$ cat src/rtl/vend_pkg.sv
`default_nettype none
// ============================================================================
// Module   : vend_pkg
// Purpose  : Shared types and constants for the vending sequencer: the
//            controller state encoding, coin values, default product prices,
//            the credit ceiling and one-hot test helpers.
// Ports    : none (package)
// Revision : 1.0 - initial release
// ============================================================================
package vend_pkg;

    typedef enum logic [1:0] {
        ST_IDLE     = 2'd0,
        ST_CREDIT   = 2'd1,
        ST_DISPENSE = 2'd2,
        ST_CHANGE   = 2'd3
    } state_e;

    // Coin values, indexed by the coin bit position on D / VF.
    localparam logic [3:0] C_COIN_1   = 4'd1;
    localparam logic [3:0] C_COIN_2   = 4'd2;
    localparam logic [3:0] C_COIN_5   = 4'd5;

    localparam int         DEF_PRICE0 = 3;
    localparam int         DEF_PRICE1 = 5;
    localparam int         DEF_PRICE2 = 7;
    localparam int         DEF_PRICE3 = 10;

    localparam logic [4:0] MAX_CREDIT = 5'd15;

    function automatic logic is_onehot3(input logic [2:0] v);
        return (v == 3'b001) || (v == 3'b010) || (v == 3'b100);
    endfunction

    function automatic logic is_onehot4(input logic [3:0] v);
        return (v == 4'b0001) || (v == 4'b0010) ||
               (v == 4'b0100) || (v == 4'b1000);
    endfunction

endpackage
`default_nettype wire

$ cat src/rtl/vend_change_gen.sv
`default_nettype none
// ============================================================================
// Module   : vend_change_gen
// Purpose  : Greedy change selector. Picks the largest coin not exceeding
//            the current credit and reports the credit left after paying it.
// Ports    : credit_i [3:0] - credit still owed to the customer
//            coin_o   [2:0] - one-hot coin to return (100=5, 010=2, 001=1),
//                             all zero when credit_i is zero
//            remain_o [3:0] - credit_i minus the selected coin value
// Revision : 1.0 - initial release
// ============================================================================
module vend_change_gen
    import vend_pkg::*;
(
    input  logic [3:0] credit_i,
    output logic [2:0] coin_o,
    output logic [3:0] remain_o
);

    always_comb begin
        coin_o   = 3'b000;
        remain_o = credit_i;
        if (credit_i >= C_COIN_5) begin
            coin_o   = 3'b100;
            remain_o = credit_i - C_COIN_5;
        end else if (credit_i >= C_COIN_2) begin
            coin_o   = 3'b010;
            remain_o = credit_i - C_COIN_2;
        end else if (credit_i >= C_COIN_1) begin
            coin_o   = 3'b001;
            remain_o = credit_i - C_COIN_1;
        end
    end

endmodule
`default_nettype wire

$ cat src/rtl/vend_sequencer.sv
`default_nettype none
// ============================================================================
// Module   : vend_sequencer
// Purpose  : Vending machine controller. Accumulates coin credit, dispenses
//            a selected product when credit allows, then returns change one
//            coin per cycle using a greedy 5/2/1 selection.
// Ports    : clock        - rising-edge clock
//            reset        - synchronous active-high reset
//            P      [3:0] - product select, one-hot, level-sampled
//            D      [2:0] - coin inserted, one-hot pulse (1, 2, 5 units)
//            cancel       - request refund of the current credit
//            OUT    [3:0] - one-hot dispense strobe (registered)
//            VF     [2:0] - one-hot coin-return pulse (registered)
//            credit [3:0] - current credit, 0..15
//            deny         - one-cycle pulse on an unaffordable selection
//            busy         - high while dispensing or returning change
// Revision : 1.0 - initial release
// ============================================================================
module vend_sequencer
    import vend_pkg::*;
#(
    parameter int PRICE0      = DEF_PRICE0,
    parameter int PRICE1      = DEF_PRICE1,
    parameter int PRICE2      = DEF_PRICE2,
    parameter int PRICE3      = DEF_PRICE3,
    parameter int DISP_CYCLES = 4
) (
    input  logic       clock,
    input  logic       reset,
    input  logic [3:0] P,
    input  logic [2:0] D,
    input  logic       cancel,
    output logic [3:0] OUT,
    output logic [2:0] VF,
    output logic [3:0] credit,
    output logic       deny,
    output logic       busy
);

    localparam int                 C_CNT_W  = $clog2(DISP_CYCLES + 1);
    localparam logic [C_CNT_W-1:0] C_CNT_LD = C_CNT_W'(DISP_CYCLES - 1);
    localparam logic [C_CNT_W-1:0] C_CNT_1  = C_CNT_W'(1);
    localparam logic [4:0]         C_PRICE0 = 5'(PRICE0);
    localparam logic [4:0]         C_PRICE1 = 5'(PRICE1);
    localparam logic [4:0]         C_PRICE2 = 5'(PRICE2);
    localparam logic [4:0]         C_PRICE3 = 5'(PRICE3);

    state_e             state_q;
    logic [3:0]         credit_q;
    logic [3:0]         out_q;
    logic [2:0]         vf_q;
    logic               deny_q;
    logic [C_CNT_W-1:0] cnt_q;

    logic [4:0]         w_coin_val;
    logic               w_coin_valid;
    logic [4:0]         w_sum;
    logic               w_coin_fits;
    logic               w_sel_valid;
    logic [4:0]         w_price;
    logic               w_afford;
    logic [2:0]         w_chg_coin;
    logic [3:0]         w_chg_remain;

    // Coin decode; sum is one bit wider so an overflowing coin is detectable.
    always_comb begin
        w_coin_val = 5'd0;
        case (D)
            3'b001:  w_coin_val = {1'b0, C_COIN_1};
            3'b010:  w_coin_val = {1'b0, C_COIN_2};
            3'b100:  w_coin_val = {1'b0, C_COIN_5};
            default: w_coin_val = 5'd0;
        endcase
    end

    assign w_coin_valid = is_onehot3(D);
    assign w_sum        = {1'b0, credit_q} + w_coin_val;
    assign w_coin_fits  = (w_sum <= MAX_CREDIT);

    always_comb begin
        w_price = 5'd0;
        case (P)
            4'b0001: w_price = C_PRICE0;
            4'b0010: w_price = C_PRICE1;
            4'b0100: w_price = C_PRICE2;
            4'b1000: w_price = C_PRICE3;
            default: w_price = 5'd0;
        endcase
    end

    assign w_sel_valid = is_onehot4(P);
    assign w_afford    = (w_price <= {1'b0, credit_q});

    vend_change_gen u_change_gen (
        .credit_i (credit_q),
        .coin_o   (w_chg_coin),
        .remain_o (w_chg_remain)
    );

    always_ff @(posedge clock) begin
        if (reset) begin
            state_q  <= ST_IDLE;
            credit_q <= 4'd0;
            out_q    <= 4'b0000;
            vf_q     <= 3'b000;
            deny_q   <= 1'b0;
            cnt_q    <= '0;
        end else begin
            // VF and deny are single-cycle pulses unless re-asserted below.
            vf_q   <= 3'b000;
            deny_q <= 1'b0;
            case (state_q)
                ST_IDLE, ST_CREDIT: begin
                    // A coin event (credited or echoed) masks P and cancel.
                    if (w_coin_valid) begin
                        if (w_coin_fits) begin
                            credit_q <= w_sum[3:0];
                            state_q  <= ST_CREDIT;
                        end else begin
                            vf_q <= D;
                        end
                    end else if (D == 3'b000) begin
                        if (w_sel_valid) begin
                            if (w_afford) begin
                                credit_q <= credit_q - w_price[3:0];
                                out_q    <= P;
                                cnt_q    <= C_CNT_LD;
                                state_q  <= ST_DISPENSE;
                            end else begin
                                deny_q <= 1'b1;
                            end
                        end else if ((P == 4'b0000) && cancel &&
                                     (state_q == ST_CREDIT)) begin
                            state_q <= ST_CHANGE;
                        end
                    end
                end
                ST_DISPENSE: begin
                    // Counter was loaded with DISP_CYCLES-1 on entry, so the
                    // strobe spans exactly DISP_CYCLES cycles.
                    if (cnt_q == '0) begin
                        out_q   <= 4'b0000;
                        state_q <= (credit_q != 4'd0) ? ST_CHANGE : ST_IDLE;
                    end else begin
                        cnt_q <= cnt_q - C_CNT_1;
                    end
                end
                ST_CHANGE: begin
                    vf_q     <= w_chg_coin;
                    credit_q <= w_chg_remain;
                    if (w_chg_remain == 4'd0) begin
                        state_q <= ST_IDLE;
                    end
                end
                default: begin
                    state_q <= ST_IDLE;
                end
            endcase
        end
    end

    assign OUT    = out_q;
    assign VF     = vf_q;
    assign credit = credit_q;
    assign deny   = deny_q;
    assign busy   = (state_q == ST_DISPENSE) || (state_q == ST_CHANGE);

endmodule
`default_nettype wire

$ cat config.mk
export PLATFORM = sky130hd
export DESIGN_NAME = vend_sequencer
export DESIGN_NICKNAME = d
export VERILOG_FILES = /design/src/rtl/vend_pkg.sv /design/src/rtl/vend_change_gen.sv /design/src/rtl/vend_sequencer.sv
export SDC_FILE = /design/constraint.sdc
export NUM_CORES = 1
export LEC_CHECK = 0
export BUFFER_PORTS_ARGS = -buffer_cell sky130_fd_sc_hd__buf_2
export CORE_UTILIZATION = 39
export DETAILED_ROUTE_END_ITERATION = 10
export GPL_ROUTABILITY_DRIVEN = 0
export PLACE_DENSITY_LB_ADDON = 0.3
export SLEW_MARGIN = 0
export SYNTH_ARGS = -nofsm -noshare
export SYNTH_HDL_FRONTEND = slang
export SYNTH_HIERARCHICAL = 1
export SYNTH_SLANG_ARGS = --single-unit
export TNS_END_PERCENT = 100
$ cat constraint.sdc
create_clock -name clock -period 4.1 [get_ports clock]
set_input_delay 0.615 -clock clock [delete_from_list [all_inputs] [get_ports clock]]
set_output_delay 0.615 -clock clock [all_outputs]
set_load 0.01 [all_outputs]
== Word level (Yosys, flattened, before mapping) ==
Cells that the tools add are included.
Word-level totals
  bits in registers: 17
  logic and storage cells: 105
Operators by class
  add/subtract/negate cells: 6
  order comparisons: 5
  equal/unequal tests: 23
  muxes and demuxes: 40
  bitwise gates (word level): 3
  reductions and logical operators: 22
Operator list (count)
  2-to-1 mux 4 bit: 13
  2-to-1 mux 3 bit: 9
  2-to-1 mux 2 bit: 9
  AND reduction 6 bit: 3
  case mux 4 bit (2 select lines): 2
  case mux 4 bit (4 select lines): 1
  != test 2 bit, second input constant: 7
  != test 3 bit, second input constant: 4
  case mux 3 bit (2 select lines): 2
  case mux 3 bit (3 select lines): 1
  logical NOT 4 bit: 2
  != test 4 bit, second input constant: 2
  logical NOT 3 bit: 2
  logical OR 1 bit: 6
  case mux 2 bit (3 select lines): 1
  adder 4 x 5 -> 5 bit: 1
  less-or-equal comparator 5 x 4 -> 1 bit: 1
  less-or-equal comparator 5 x 4 -> 1 bit, second input constant: 1
  AND reduction 5 bit: 1
  OR reduction 5 bit: 1
  equality test 2 bit, second input constant: 2
  equality test 4 x 1 -> 1 bit, second input constant: 1
  equality test 4 x 2 -> 1 bit, second input constant: 1
  equality test 4 x 3 -> 1 bit, second input constant: 1
  20 further kinds: 25

== Longest topological paths before layout ==
Gate-level depths: netlist (run 1).
  word-level depth: 8
  mapped depth: 12
  depth with buffers taken out: 11

== Hierarchy ==
The synthesis (run 1) kept the hierarchy.
By module, submodules not included
  vend_sequencer: times used 1, cells an instance 184, area an instance 1546.5 µm², sequential area each 340.3 µm²
  vend_change_gen: times used 1, cells an instance 43, area an instance 314.1 µm², sequential area each 0.0 µm²

== Worst setup path before layout (run 1) ==
Ideal clock, no wire load.
  path type: in2reg
  start: input P[0]
  end: register state_q[1]
  data arrival time: 2.660 ns
  setup slack: 1.322 ns
  stages: 10
  path through: buf_2 or2_2 a211o_1 inv_1 ha_1 and4_1 a21oi_1 o21a_4 a21oi_2 a32o_1
Between the ends
  cells in the longest elaborated chain, start to end: 8
  elaborated cells between the ends (all ways): 19
  those cells by class: order compare (1); eq/ne (6); mux (5); reduce/logical (7)
RTL lines
  start, declared: line vend_sequencer.sv:30  | input logic [3:0] P,
  parallel branches: the longest is 8 deep, another holds less-or-equal comparator 5 x 4 -> 1 bit
  end signal, assigned: line vend_sequencer.sv:143  | state_q <= (credit_q != 4'd0) ? ST_CHANGE : ST_IDLE;
  end, declared: line vend_sequencer.sv:48  | state_e state_q;
Several ways; the timed one is not identified. The select of a mux whose other input is x is not followed.
A chain may end at the register's enable or synchronous reset.

== Final worst setup path (run 1) ==
  start: register credit_q[0] (netlist: credit[0])
  end: register state_q[1]
Between the ends
  cells in the longest elaborated chain, start to end: 7
  elaborated cells between the ends (all ways): 21
  those cells by class: add/sub (4); order compare (5); eq/ne (3); mux (6); reduce/logical (3)
RTL lines
  start, declared: line vend_sequencer.sv:49  | logic [3:0] credit_q;
  start signal, assigned: line vend_sequencer.sv:117  | credit_q <= w_sum[3:0];
  start signal, assigned: line vend_sequencer.sv:125  | credit_q <= credit_q - w_price[3:0];
  start signal, assigned: line vend_sequencer.sv:150  | credit_q <= w_chg_remain;
  subtractor 4 x 1 -> 4 bit / greater-or-equal comparator 4 x 1 -> 1 bit (equally long branches): line vend_change_gen.sv:31, vend_change_gen.sv:29
  2-to-1 mux 4 bit: line vend_change_gen.sv:29  | end else if (credit_i >= C_COIN_1) begin
  2-to-1 mux 4 bit: line vend_change_gen.sv:26  | end else if (credit_i >= C_COIN_2) begin
  2-to-1 mux 4 bit (*): line vend_change_gen.sv:23  | if (credit_i >= C_COIN_5) begin
  net w_chg_remain[2]: line vend_sequencer.sv:63  | logic [3:0] w_chg_remain;
  logical NOT 4 bit (*): line vend_sequencer.sv:151  | if (w_chg_remain == 4'd0) begin
  != test 2 bit (no line) (*)
  AND reduction 6 bit (no line) (*)
Mark *: on every way through the listed nets, which the timed path passes. The rest lies on a longest branch. The select of a mux whose other input is x is not followed.

==> impl_results.md, run 1 <==
* Fillcell total at between 400 and 500
* Post-synth EDFFs at 0
* Final Setup Violations at 0
* Antenna viol nets, final at 0
* Post-synth ARST share at 0%
* ANT cells at 0
* Total GRT Usage at around 17%
* Setup WS pre-CTS at about 1.2 ns
* Slowest-stage cell, CP: dfxtp_1
* Clock sinks at 17
* Drt via density at between 5 and 6
* WP data required at about 4.2 ns
* Net Count, Synth at around 260
* Hold WS at about 0.46 ns
* 1st-pass router iterations at 8
* Critical path's top delay family: simple AND/OR/NAND/NOR gates
* Largest net degree at the start of global routing at 19
* Row count at 24
* Starting Density at roughly two fifths
* DRT iter0 DRCs at 64
* R2R Setup Slk at approximately 1.3 ns
* Crit-path max FO at 11
* Worst r2r src: credit[0]
* FF+latch count, synth at 17
* Final worst-path cycle share at between 60 and 70%
* Max Freq at between 300 and 400 MHz
* Number of max-cap violations at 0
* Die span in x at about 71 um
* Core Footprint at 4470 um2
* Die height at just over 70 um
* Worst EP arrival at between 2 and 3 ns
* Num ports at 23
* Total CTS buffers at 3
* R2r endpoint: state_q[1]
* Pwr dens at approximately 400 nW/um2
* Seq/Total Area, Yosys at around 18%
* Via count at 1641
* Worst Slack Setup Final at approximately 1.3 ns
* Worst Tran Pin Value at about 0.6 ns
* Nets at 274
* Final Power at 0.803 mW
* Final wirelength at between 4000 and 5000 um
* Cts repair resizes at 0
* Share of cells above drive strength 1 at around 21%
* Gr ovfl total at 0
* Clock Tree Buf Depth at 2
* Hold depth at 1
* Failing checks: DRC
* Largest cells by area after synthesis: dfxtp_1, ha_1, a21oi_1
* Post-DP Area at 1950 um2
* Slowest cell delay on critical path at between 0.6 and 0.7 ns
* Setup TNS at 0 ns
* Die area at approximately 5100 um2
* Wire length per cell at ~14 um
* Design Area, Final at between 2000 and 2500 um2
* CP Launch Type: flip-flop
* Top FF cell, synth: dfxtp_1
* RSZ-0062 raised after global routing: no
* Syn Area/Cell at approximately 8.2 um2
* Leak at slightly above 0.8 nW
* Clock skew at 0.0132 ns
* Netlist Area Pre-Place at 1860 um2
* Hold Path End: cnt_q[1]
* Critical path buffers and inverters at 1
* Synth top area share at a little under a fifth
* Clk Tree Root Cell: clkbuf_8
* Clock transition at path regs at around 0.080 ns
* Area grow syn2layout at 7.53%
* Initial antenna violation count at 0
* Hold path start: cnt_q[1]
* Yosys warns at 6
* Max Slew Vio Count at 0
* Reg2Reg Depth at 10
* Slew HR at about three fifths
* CTS tree: built
* Syn Inst Count at about 230
* Worst Hold Class: flip-flop to flip-flop
* Detailed placement HPWL at 3160 um
* First-pass GRT wire length at 7090 um
* H-Tree Depth at 1
* Fin. Hold Viols at 0
* Critical-path cell list: inv_1, ha_1, or4b_1, a21oi_1, a31oi_1, nor4_1, mux2i_1, nand2_1, o211ai_1, a32o_1
* Worst-Skew Late Latency at 0.26 ns
* Hold buffer count at CTS at 0
* Status: complete, but fails checks
* Port bufs at 22
* Residual DRC at 3
* Crit path time final at about 2.8 ns
* Worst vdd ir at about 0.11 mV
* Post-CTS Setup Bufs at 0
* Setup crit start: credit[0]
* Vias in the first global route at about 1500
* Crit path kind: flip-flop to flip-flop
* Worst Setup End Kind: flip-flop
* Area leader, netlist: dfxtp_1
* Library cells used by synthesis at 63
[state kept, by name, summed over array words and instances, names as in the netlist]
| register | cells |
|---|---|
| OUT | 4 |
| credit | 4 |
| VF | 3 |
| cnt_q | 3 |
| state_q | 2 |
| deny | 1 |
[cells in the mapped netlist, types with 3 or more instances]
cell	instances
buf_6	5
o21ai_0	3
o21ai_1	7
a31oi_1	3
mux2i_1	3
nor2_1	19
nor4_1	3
nand2b_1	3
nor2b_1	4
nand2_1	13
xor2_1	5
xnor2_1	5
o211ai_1	6
a21oi_1	22
inv_1	19
dfxtp_1	17
nor3_1	5
nand4_1	6
ha_1	19
clkbuf_1	4
[cells by family (layout without fill, tap and decap cells)]
| family | after synthesis | in the layout | synth area share, % |
|---|---|---|---|
| mux | 5 | 5 | 2.82 |
| simple gates | 74 | 74 | 22.9 |
| xor+xnor | 11 | 11 | 5.58 |
| fa+ha+maj | 21 | 21 | 14.9 |
| flops | 17 | 17 | 18.3 |
| compound gates | 66 | 66 | 26.2 |
| buf+inv | 33 | 48 | 9.21 |
[routing by layer]
metal	vias to the layer above	track usage [%]	wire length [um]
met5	-	0	0
met4	0	2.00	19
met3	3	3.42	158
met2	29	26.5	1810
met1	762	25.5	2110
li1	847	-	-
[cell type report]
| type | instances | area [um2] | share of cell area (%) |
|---|---|---|---|
| sequential | 17 | 340 | 17.0 |
| timing repair buffer | 24 | 125 | 6.25 |
| clock inverter | 1 | 5.00 | 0.250 |
| tap | 52 | 65.1 | 3.25 |
| inverter | 20 | 75.1 | 3.75 |
| multi-input combinational | 177 | 1350 | 67.4 |
| clock buffer | 3 | 41.3 | 2.06 |
[report_power, final]
part | switching, mW | leakage [nW] | internal (mW) | total (mW)
combinational | 0.268 | 0.667 | 0.193 | 0.462
clock | 0.0609 | 0.0255 | 0.0676 | 0.129
sequential | 0.0318 | 0.138 | 0.181 | 0.212
total | 0.361 | 0.830 | 0.442 | 0.803
[how the worst max path moves through the flow]
stage            endpoint  cells past startpoint  slack [ns]
4_1_cts        state_q[1]                     10        1.29
2_1_floorplan  state_q[1]                     10        1.32
3_3_place_gp       OUT[0]                     11        1.18
5_1_grt        state_q[0]                     11        1.08
6_report       state_q[1]                     10        1.25
3_5_place_dp   state_q[1]                     10        1.15
[worst reg2reg max path, stage by stage, from the launching register on]
cell and delay [ns]:
dfxtp_1 0.62, inv_1 0.13, ha_1 0.28, or4b_1 0.47, a21oi_1 0.16, a31oi_1 0.08, nor4_1 0.39, mux2i_1 0.12
nand2_1 0.10, o211ai_1 0.10, a32o_1 0.27
[metrics by stage]
step | util [%] | std cells
after detailed placement | 43.7 | 290
after global placement | 43.7 | 290
after global routing | 44.7 | 294
after floorplan | - | 227
after CTS | 44.7 | 294
final | 44.7 | 294
[layout by cell type (no fill, tap or decap), drive strengths merged, types with 2 or more instances in the layout]
master  count
o311ai      2
nor3b       3
a31oi       3
a22oi       2
a21oi      24
o21ai      11
inv        19
mux2        2
or4         2
clkinv      2
nor2       20
clkbuf      3
buf        24
nand2b      3
nor4        3
or2         2
o21bai      2
nor4b       2
o211ai      6
mux2i       3
nand2      13
dfxtp      17
nand3       2
nand4       6
and2        2
nor2b       4
a211o       2
nor3        6
o21a        3
xor2        5
xnor2       6
ha         19
fa          2
Power figures use the tool's default switching activity.
==> inputs of run 2 (changes only) <==
- clock period: 4.1 -> 2.7 ns (I/O delays scaled with it)
==> run 2 against run 1 <==
- the flow still finishes with violations (DRC)
- final cell count up 4.4%
- critical path depth grew 1
- first-iteration DRC count is 47% higher
- clock skew shrank 0.012 ns
- worst setup slack worse by 1.2 ns
- non-clock buffer count increased by 13
- design area rose by 5.2%
- clock power increased by 51%
- global-route usage is 0.11 points lower
- clock-buffer cell count did not move
- sequential power is 44% higher
- sequential share of layout area fell by 0.84 points
- critical path type unchanged
- critical endpoint unchanged
- largest cell class unchanged
- highest routed layer unchanged
==> impl_results.md, run 2 (synthesized netlist as in run 1, its figures left out) <==
* Status: complete, but fails checks
* Failing checks: DRC
* Share of cells above drive strength 1 at roughly 25%
* Starting Density at roughly 42%
* Clock Tree Buf Depth at 2
* ANT cells at 0
* Via count at 1684
* Crit path kind: flip-flop to flip-flop
* Post-CTS Setup Bufs at 0
* Register area at 340 um2
* Design Area, Final at 2100 um2
* Worst EP arrival at about 2.8 ns
* Die area at ~5100 um2
* 1st-pass router iterations at 7
* Crit path time final at 2.61 ns
* H-Tree Depth at 1
* Core Footprint at roughly 4500 um2
* Die height at between 70 and 80 um
* Final Power at between 1 and 1.5 mW
* First-pass GRT wire length at 7080 um
* Vias in the first global route at 1528
* Clock transition at path regs at approximately 0.070 ns
* Fillcell total at ~460
* Clock skew at ~0.0011 ns
* Final worst-path cycle share at between 90% and 100%
* Post-route insts no fill at a little over 300
* Nets at approximately 290
* Worst-Skew Late Latency at about 0.25 ns
* Clk Tree Root Cell: clkbuf_8
* Worst vdd ir at between 0.2 and 0.25 mV
* Post-DP Area at around 2100 um2
* Num ports at 23
* Clock sinks at 17
* Port bufs at 22
* Crit-path max FO at 5
* Residual DRC at 3
* Die span in x at 71.1 um
* Final wirelength at just over 4000 um
* Total CTS buffers at 3
* Final Setup Violations at 0
* Antenna viol nets, final at 0
* Gr ovfl total at 0
* Slew HR at 59.5%
* Max Slew Vio Count at 0
* WP data required at roughly 2.9 ns
* Largest net degree at the start of global routing at 17
* Max Freq at between 300 and 400 MHz
* DRT iter0 DRCs at 94
* Wire length per cell at approximately 13 um
* Worst Hold Class: flip-flop to flip-flop
* Worst Tran Pin Value at ~0.6 ns
* Placed Instances at a little over 300
* Number of max-cap violations at 0
* Cts repair resizes at 0
* Detailed placement HPWL at 3290 um
* Most frequent cells in the layout: a21oi_1, buf_2, inv_1, nor2_1, ha_1
* Worst Setup End Kind: flip-flop
* Leak at roughly 0.9 nW
* CTS tree: built
* Fin. Hold Viols at 0
* RSZ-0062 raised after global routing: yes
* CP Launch Type: flip-flop
* Pwr dens at 606 nW/um2
* Initial antenna violation count at 0
* Drt via density at ~5.5
* Area grow syn2layout at 13.1%
* Total GRT Usage at 17.1%
* Footprint of the multi-input gates at ~1400 um2
* Row count at 24
* Hold buffer count at CTS at 0
[run 2: changes by cell type in the layout (fill, tap and decap cells not counted), sizes merged]
cell,before,now
buf,24,37
[run 2: cell type report]
class | count | area share, %
flip-flops and latches | 17 | 16.2
multi-input cells | 177 | 64.4
repair buffers | 37 | 10.6
well taps | 52 | 3.09
clock buffers | 3 | 1.96
inverters | 20 | 3.57
clock inverters | 1 | 0.238
[run 2: worst paths after layout]
check	startpoint	endpoint	slack (ns)	depth (start not counted)
worst max-delay path	credit[1]	state_q[1]	0.09	11
worst min-delay path	OUT[1]	OUT[1]	0.48	2
worst max register to register	credit[1]	state_q[1]	0.09	11
worst min register to register	OUT[1]	OUT[1]	0.48	2
[run 2: report_power, final]
| part | leakage (nW) | total (mW) | internal [mW] | switching (mW) |
|---|---|---|---|---|
| Clock | 0.0255 | 0.195 | 0.102 | 0.0930 |
| Combinational | 0.733 | 0.775 | 0.331 | 0.445 |
| Sequential | 0.138 | 0.305 | 0.274 | 0.0305 |
| Total | 0.896 | 1.28 | 0.708 | 0.568 |
[run 2: routing by layer]
metal  part of all wire [%]  global-route usage [%]
met5                      0                       0
met2                     44                    27.4
met1                     52                    24.9
met3                    3.2                    2.71
met4                   0.22                    2.00
[run 2: critical path, stage by stage (launching register included)]
cell,delay (ns)
dfxtp_1,0.42
inv_1,0.12
buf_4,0.16
ha_1,0.30
or4_1,0.51
a31oi_1,0.32
nor4_2,0.10
mux2i_1,0.13
nand2_1,0.08
nand2_1,0.11
a21oi_2,0.05
a32o_1,0.21
[run 2: per-stage QoR]
| stage | hold slack (ns) | util (%) | TNS (ns) | setup WS (ns) |
|---|---|---|---|---|
| after floorplan | 0.440 | - | 0 | 0.132 |
| after global placement | 0.458 | 45.9 | 0 | 0.0501 |
| after detailed placement | 0.467 | 45.9 | -0.00829 | -0.00829 |
| after CTS | 0.477 | 46.9 | 0 | 0.144 |
| after global routing | 0.502 | 47.0 | -0.00447 | -0.00447 |
| final | 0.478 | 47.0 | 0 | 0.0921 |
